[src/rtl/miriscv_imm_stage.sv]
// miriscv_imm_stage: registered immediate/shamt extraction with a skid-buffered valid/ready pipeline register
module miriscv_imm_stage #(
  parameter int XLEN = 32,
  parameter int SHW  = $clog2(XLEN)
) (
  input  logic            clk_i,
  input  logic            rst_i,
  input  logic            flush_i,
  input  logic            in_valid_i,
  output logic            in_ready_o,
  input  logic [31:0]     instr_i,
  input  logic [XLEN-1:0] pc_i,
  output logic            out_valid_o,
  input  logic            out_ready_i,
  output logic [XLEN-1:0] imm_o,
  output logic [2:0]      imm_type_o,
  output logic [SHW-1:0]  shamt_o,
  output logic            illegal_o,
  output logic [XLEN-1:0] pc_o
);
  localparam logic [2:0] T_NONE = 3'd0, T_I = 3'd1, T_S = 3'd2, T_B = 3'd3, T_U = 3'd4, T_J = 3'd5, T_Z = 3'd6;
  localparam logic [4:0] OP_OPIMM = 5'b00100, OP_OPIMM32 = 5'b00110;
  localparam int PW = 2 * XLEN + SHW + 4;
  logic [4:0]      w_op;
  logic [2:0]      w_f3;
  logic [2:0]      w_type;
  logic [XLEN-1:0] w_imm;
  logic            w_sh_f3;
  logic            w_shift;
  logic            w_ill;
  logic [SHW-1:0]  w_shamt;
  logic [PW-1:0]   w_pay;
  logic [PW-1:0]   r_m_pay;
  logic [PW-1:0]   r_k_pay;
  logic            r_m_valid;
  logic            r_k_valid;
  logic            w_unused;
  assign w_op     = instr_i[6:2];
  assign w_f3     = instr_i[14:12];
  assign w_unused = &instr_i[1:0];
  always_comb begin
    w_type = T_NONE;
    case (w_op)
      5'b00100, 5'b00000, 5'b11001, 5'b00110: w_type = T_I;
      5'b01000:                               w_type = T_S;
      5'b11000:                               w_type = T_B;
      5'b01101, 5'b00101:                     w_type = T_U;
      5'b11011:                               w_type = T_J;
      5'b11100:                               w_type = instr_i[14] ? T_Z : T_NONE;
      default:                                w_type = T_NONE;
    endcase
  end
  always_comb begin
    w_imm = (w_type == T_I) ? XLEN'($signed(instr_i[31:20])) :
            (w_type == T_S) ? XLEN'($signed({instr_i[31:25], instr_i[11:7]})) :
            (w_type == T_B) ? XLEN'($signed({instr_i[31], instr_i[7], instr_i[30:25], instr_i[11:8], 1'b0})) :
            (w_type == T_U) ? XLEN'($signed({instr_i[31:12], 12'b0})) :
            (w_type == T_J) ? XLEN'($signed({instr_i[31], instr_i[19:12], instr_i[20], instr_i[30:21], 1'b0})) :
            (w_type == T_Z) ? XLEN'(instr_i[19:15]) : '0;
  end
  assign w_sh_f3 = (w_f3 == 3'b001) || (w_f3 == 3'b101);
  assign w_shift = ((w_op == OP_OPIMM) && w_sh_f3) || (w_op == OP_OPIMM32);
  assign w_shamt = w_shift ? instr_i[20 +: SHW] : '0;
  // RV32 has no *W shifts at all; on RV64 only a 6-bit shamt on a *W shift is out of range
  assign w_ill = (XLEN == 32) ? (((w_op == OP_OPIMM) && w_sh_f3 && instr_i[25]) || (w_op == OP_OPIMM32))
                              : ((w_op == OP_OPIMM32) && w_sh_f3 && instr_i[25]);
  assign w_pay = {w_imm, w_type, w_shamt, w_ill, pc_i};
  assign in_ready_o  = !r_k_valid;
  assign out_valid_o = r_m_valid;
  assign {imm_o, imm_type_o, shamt_o, illegal_o, pc_o} = r_m_pay;
  always_ff @(posedge clk_i) begin
    if (rst_i) begin
      r_m_valid <= 1'b0;
      r_k_valid <= 1'b0;
      r_m_pay   <= '0;
      r_k_pay   <= '0;
    end else if (flush_i) begin
      r_m_valid <= 1'b0;
      r_k_valid <= 1'b0;
    end else if (r_k_valid) begin
      if (out_ready_i) begin
        r_m_pay   <= r_k_pay;
        r_k_valid <= 1'b0;
      end
    end else if (!r_m_valid || out_ready_i) begin
      r_m_valid <= in_valid_i;
      if (in_valid_i) r_m_pay <= w_pay;
    end else if (in_valid_i) begin
      r_k_valid <= 1'b1;
      r_k_pay   <= w_pay;
    end
  end
endmodule

[config.mk]
export PLATFORM = sky130hd
export DESIGN_NAME = miriscv_imm_stage
export DESIGN_NICKNAME = d
export VERILOG_FILES = /design/src/rtl/miriscv_imm_stage.sv
export SDC_FILE = /design/constraint.sdc
export NUM_CORES = 1
export LEC_CHECK = 0
export ABC_CLOCK_PERIOD_IN_PS = 4700
export CELL_PAD_IN_SITES_DETAIL_PLACEMENT = 1
export CELL_PAD_IN_SITES_GLOBAL_PLACEMENT = 1
export CORE_MARGIN = 2
export CORE_UTILIZATION = 34
export DETAILED_ROUTE_END_ITERATION = 7
export PLACE_DENSITY = 0.7
export SYNTH_ARGS = -nofsm -noshare
export SYNTH_HDL_FRONTEND = slang
export SYNTH_SLANG_ARGS = --single-unit
export TNS_END_PERCENT = 30
[constraint.sdc]
create_clock -name clk_i -period 4.7 [get_ports clk_i]
set_input_delay 0.94 -clock clk_i [delete_from_list [all_inputs] [get_ports clk_i]]
set_output_delay 0.94 -clock clk_i [all_outputs]
set_load 0.03 [all_outputs]
==> key figures <==
Worst setup path
  – Crit path max-delay family: buffers and inverters
  – CP Max Fanout: 35
  – Worst EP arrival: between 2 and 2.5 ns
  – Reg2reg path depth: 4
  – Crit-path cells: inv_1, buf_4, clkdlybuf4s50_1
  – Critical Path Source Type: flop
  – Worst r2r src: r_k_valid
  – R2R setup slack: between 2 and 2.5 ns
  – Req. time, crit path: between 3 and 4 ns
  – Slowest Stage Delay on Critical Path: ~0.73 ns
  – Crit path kind: reg2out
  – R2r endpoint: r_m_pay[63]
  – Slowest CP cell: dfxtp_4
  – Critical path buffers and inverters: 3
  – Crit path depth: 3
  – Critical Path Sink Type: primary output

Die
  – Die area: ~0.020 mm2
  – Core ar.: about 0.019 mm2
  – Die height: ~140 um
  – # IOs: approximately 140
  – Core Rows: 50
  – Die X: 141.5 um
  – Initial Util: 0.3450

Clock tree
  – CTS sink cnt: 148
  – Max H-tree Level: 4
  – Setup bufs post-CTS: 0
  – CTS tree: done
  – Worst-path clk slew: approximately 0.070 ns
  – CTS Root Cell: clkbuf_16
  – Gates resized, CTS repair: 0
  – Clock latency on the worst-skew pair: 0.43 ns
  – Hold_buf cts: 0
  – Longest Clk Path Bufs: 2
  – CTS buffer count: 17

Status
  – Status: complete, no violations

Timing
  – RSZ-0062 raised after global routing: no
  – Fin crit share: 0.6512
  – # setup viols final: 0
  – Minimum clock period: about 3.1 ns
  – Final Skew: between 0.015 and 0.02 ns
  – Worst-Margin Slew: approximately 1.0 ns
  – Fin Hold WS: 0.4513 ns
  – Fin. max-slew vios: 0
  – Setup TNS: 0 ns
  – Rel. slew slack: 0.3164
  – Fin. Hold Viols: 0
  – Highest Clock Rate: 326.7 MHz

Logic synthesis
  – Register area share after synthesis: 0.4606
  – Adder-Cell Fraction of Synth Area: 0
  – Synth Net Count: 814
  – Synth warn: 0
  – Synth Area in Compound Gates: 0.2416
  – Post-synthesis instance total: 745
  – Largest family of logic cells by synthesized area: compound AO/OA/AOI/OAI gates
  – Simple logic cell fraction of the synthesized area: 0.1928
  – #FFs+latches synth: 148
  – Multiplexer share of the synthesized area: 0.04980
  – Top FF cell, synth: dfxtp_1
  – Synth Cell Area: 0.006432 mm2
  – Mapped Avg Cell Area: approximately 8.6 um2
  – Yosys top cell area share: 0.4606
  – Top cells by area, synth: dfxtp_1 (46%), a211oi_1 (6.5%), nand2_1 (6.4%), a21oi_1 (5.6%), nor2_1 (5.1%)
  – Post-synth ARST share: 0
  – XOR/XNOR share of the synthesized area: 0
  – Cell variety after synth: 59
  – Number of synthesized flops with an enable pin: 0
  – Post-synth top area cell: dfxtp_1

Cells and area
  – Commonest non-fill, non-tap cell in the layout: dfxtp_1
  – Proportion of layout cells with a drive suffix above 1: 0.09292
  – Most frequent cells in the layout: dfxtp_1 (147), clkdlybuf4s50_1 (140), nand2_1 (110)
  – Area growth syn-to-layout: 31.76%
  – Final #Nets: slightly above 900
  – Seq. cell area: ~0.003 mm2
  – Multi-input logic area: around 0.0031 mm2
  – Fill count: around 2100

Flow run
  – Maxcap violations: 0

Global routing
  – Number of global-route vias before repair: a little over 6000
  – Global route overflow: 0
  – Initial antenna violation count: 1
  – Pin count of the biggest net entering global routing: ~90
  – Overall routing resource usage: 0.2049
  – First-pass GRT wire length: ~32 mm

Min path
  – Hold Crit Class: reg2reg
  – Hold_sp: r_m_pay[62]
  – Worst Hold Path Cells: 1
  – Min-Delay Endpoint: r_m_pay[62]

Placement
  – GPL Wtd Cong: around 0.86
  – # port buffers: 141
  – Final HPWL DP: around 14 mm

Power
  – Pwr dens: between 300 and 400 mW/mm2
  – Leak Pwr: between 2 and 3 nW
  – Peak supply drop: between 200 and 300 uV

Route
  – WL/cell: roughly 19 um
  – Antenna viol nets, final: 0
  – Via-to-Cell Ratio: between 5 and 6
  – Via count: ~6000
  – Initial DRC count: 311
  – Routed Wire Length: between 20 and 25 mm
  – Drt drc: 0
  – 1st-pass router iterations: 4
==> worst max-delay path by stage <==
| stage | startpoint | end |
|---|---|---|
| 3_5_place_dp | out_ready_i | r_m_pay[65] |
| 5_1_grt | out_ready_i | r_m_pay[55] |
| 2_1_floorplan | instr_i[4] | r_m_pay[46] |
| 3_3_place_gp | out_ready_i | r_m_pay[63] |
| 4_1_cts | r_k_valid | in_ready_o |
| 6_report | r_k_valid | in_ready_o |
==> power by group <==
part | switching [W] | internal, W
Combinational | 0.000229 | 0.000161
Clock | 0.000574 | 0.000805
Sequential | 0.0000226 | 0.00129
==> cells by family after synthesis <==
family,Yosys count
and+or+nand+nor,276
AOI/OAI and AO/OA,217
DFF,148
buffers and inverters,72
muxes,32
==> sequential cells by signal, summed over array words and instances (netlist names) <==
name and count:
r_m_pay 73, r_k_pay 73, r_k_valid 1, out_valid_o 1
==> cell type report <==
type | count | share of cell area
antenna | 1 | 0.0002952
timing repair buffer | 149 | 0.1733
clock buffer | 19 | 0.05226
tap | 234 | 0.03454
inverter | 7 | 0.003100
multi-input combinational | 525 | 0.3692
sequential | 148 | 0.3500
clock inverter | 13 | 0.01727
==> synth_stat cells (5+ instances only) <==
cell / instances
a211oi_1: 56
nand2_1: 110
a21oi_1: 72
clkbuf_1: 34
a221oi_2: 6
buf_1: 5
nor3_1: 31
dfxtp_1: 148
nand3_1: 15
a21o_1: 9
a221oi_1: 5
nor2_1: 87
a21oi_2: 8
nand2b_1: 8
o21bai_1: 5
o21ai_0: 15
a31oi_1: 9
mux2i_1: 32
a211oi_2: 7
buf_6: 8
inv_1: 5
buf_2: 17
==> layer usage <==
metal	GRT usage	share of wire
met5	0	0
met4	0.06474	0.015
met3	0.05501	0.067
met2	0.3577	0.49
met1	0.2457	0.42
==> stage by stage <==
stage	total power [W]	std cells	setup slack [ns]	instance area (um2)	utilization
2_1_floorplan	0.001559	745	2.428	6432	-
3_3_place_gp	0.001723	1063	1.322	7884	0.4229
6_report	0.003084	1096	1.639	8476	0.4546
3_5_place_dp	0.001735	1063	1.269	7884	0.4229
5_1_grt	0.003197	1095	1.561	8473	0.4545
4_1_cts	0.003114	1095	1.642	8473	0.4545
Power figures use the tool's default switching activity.
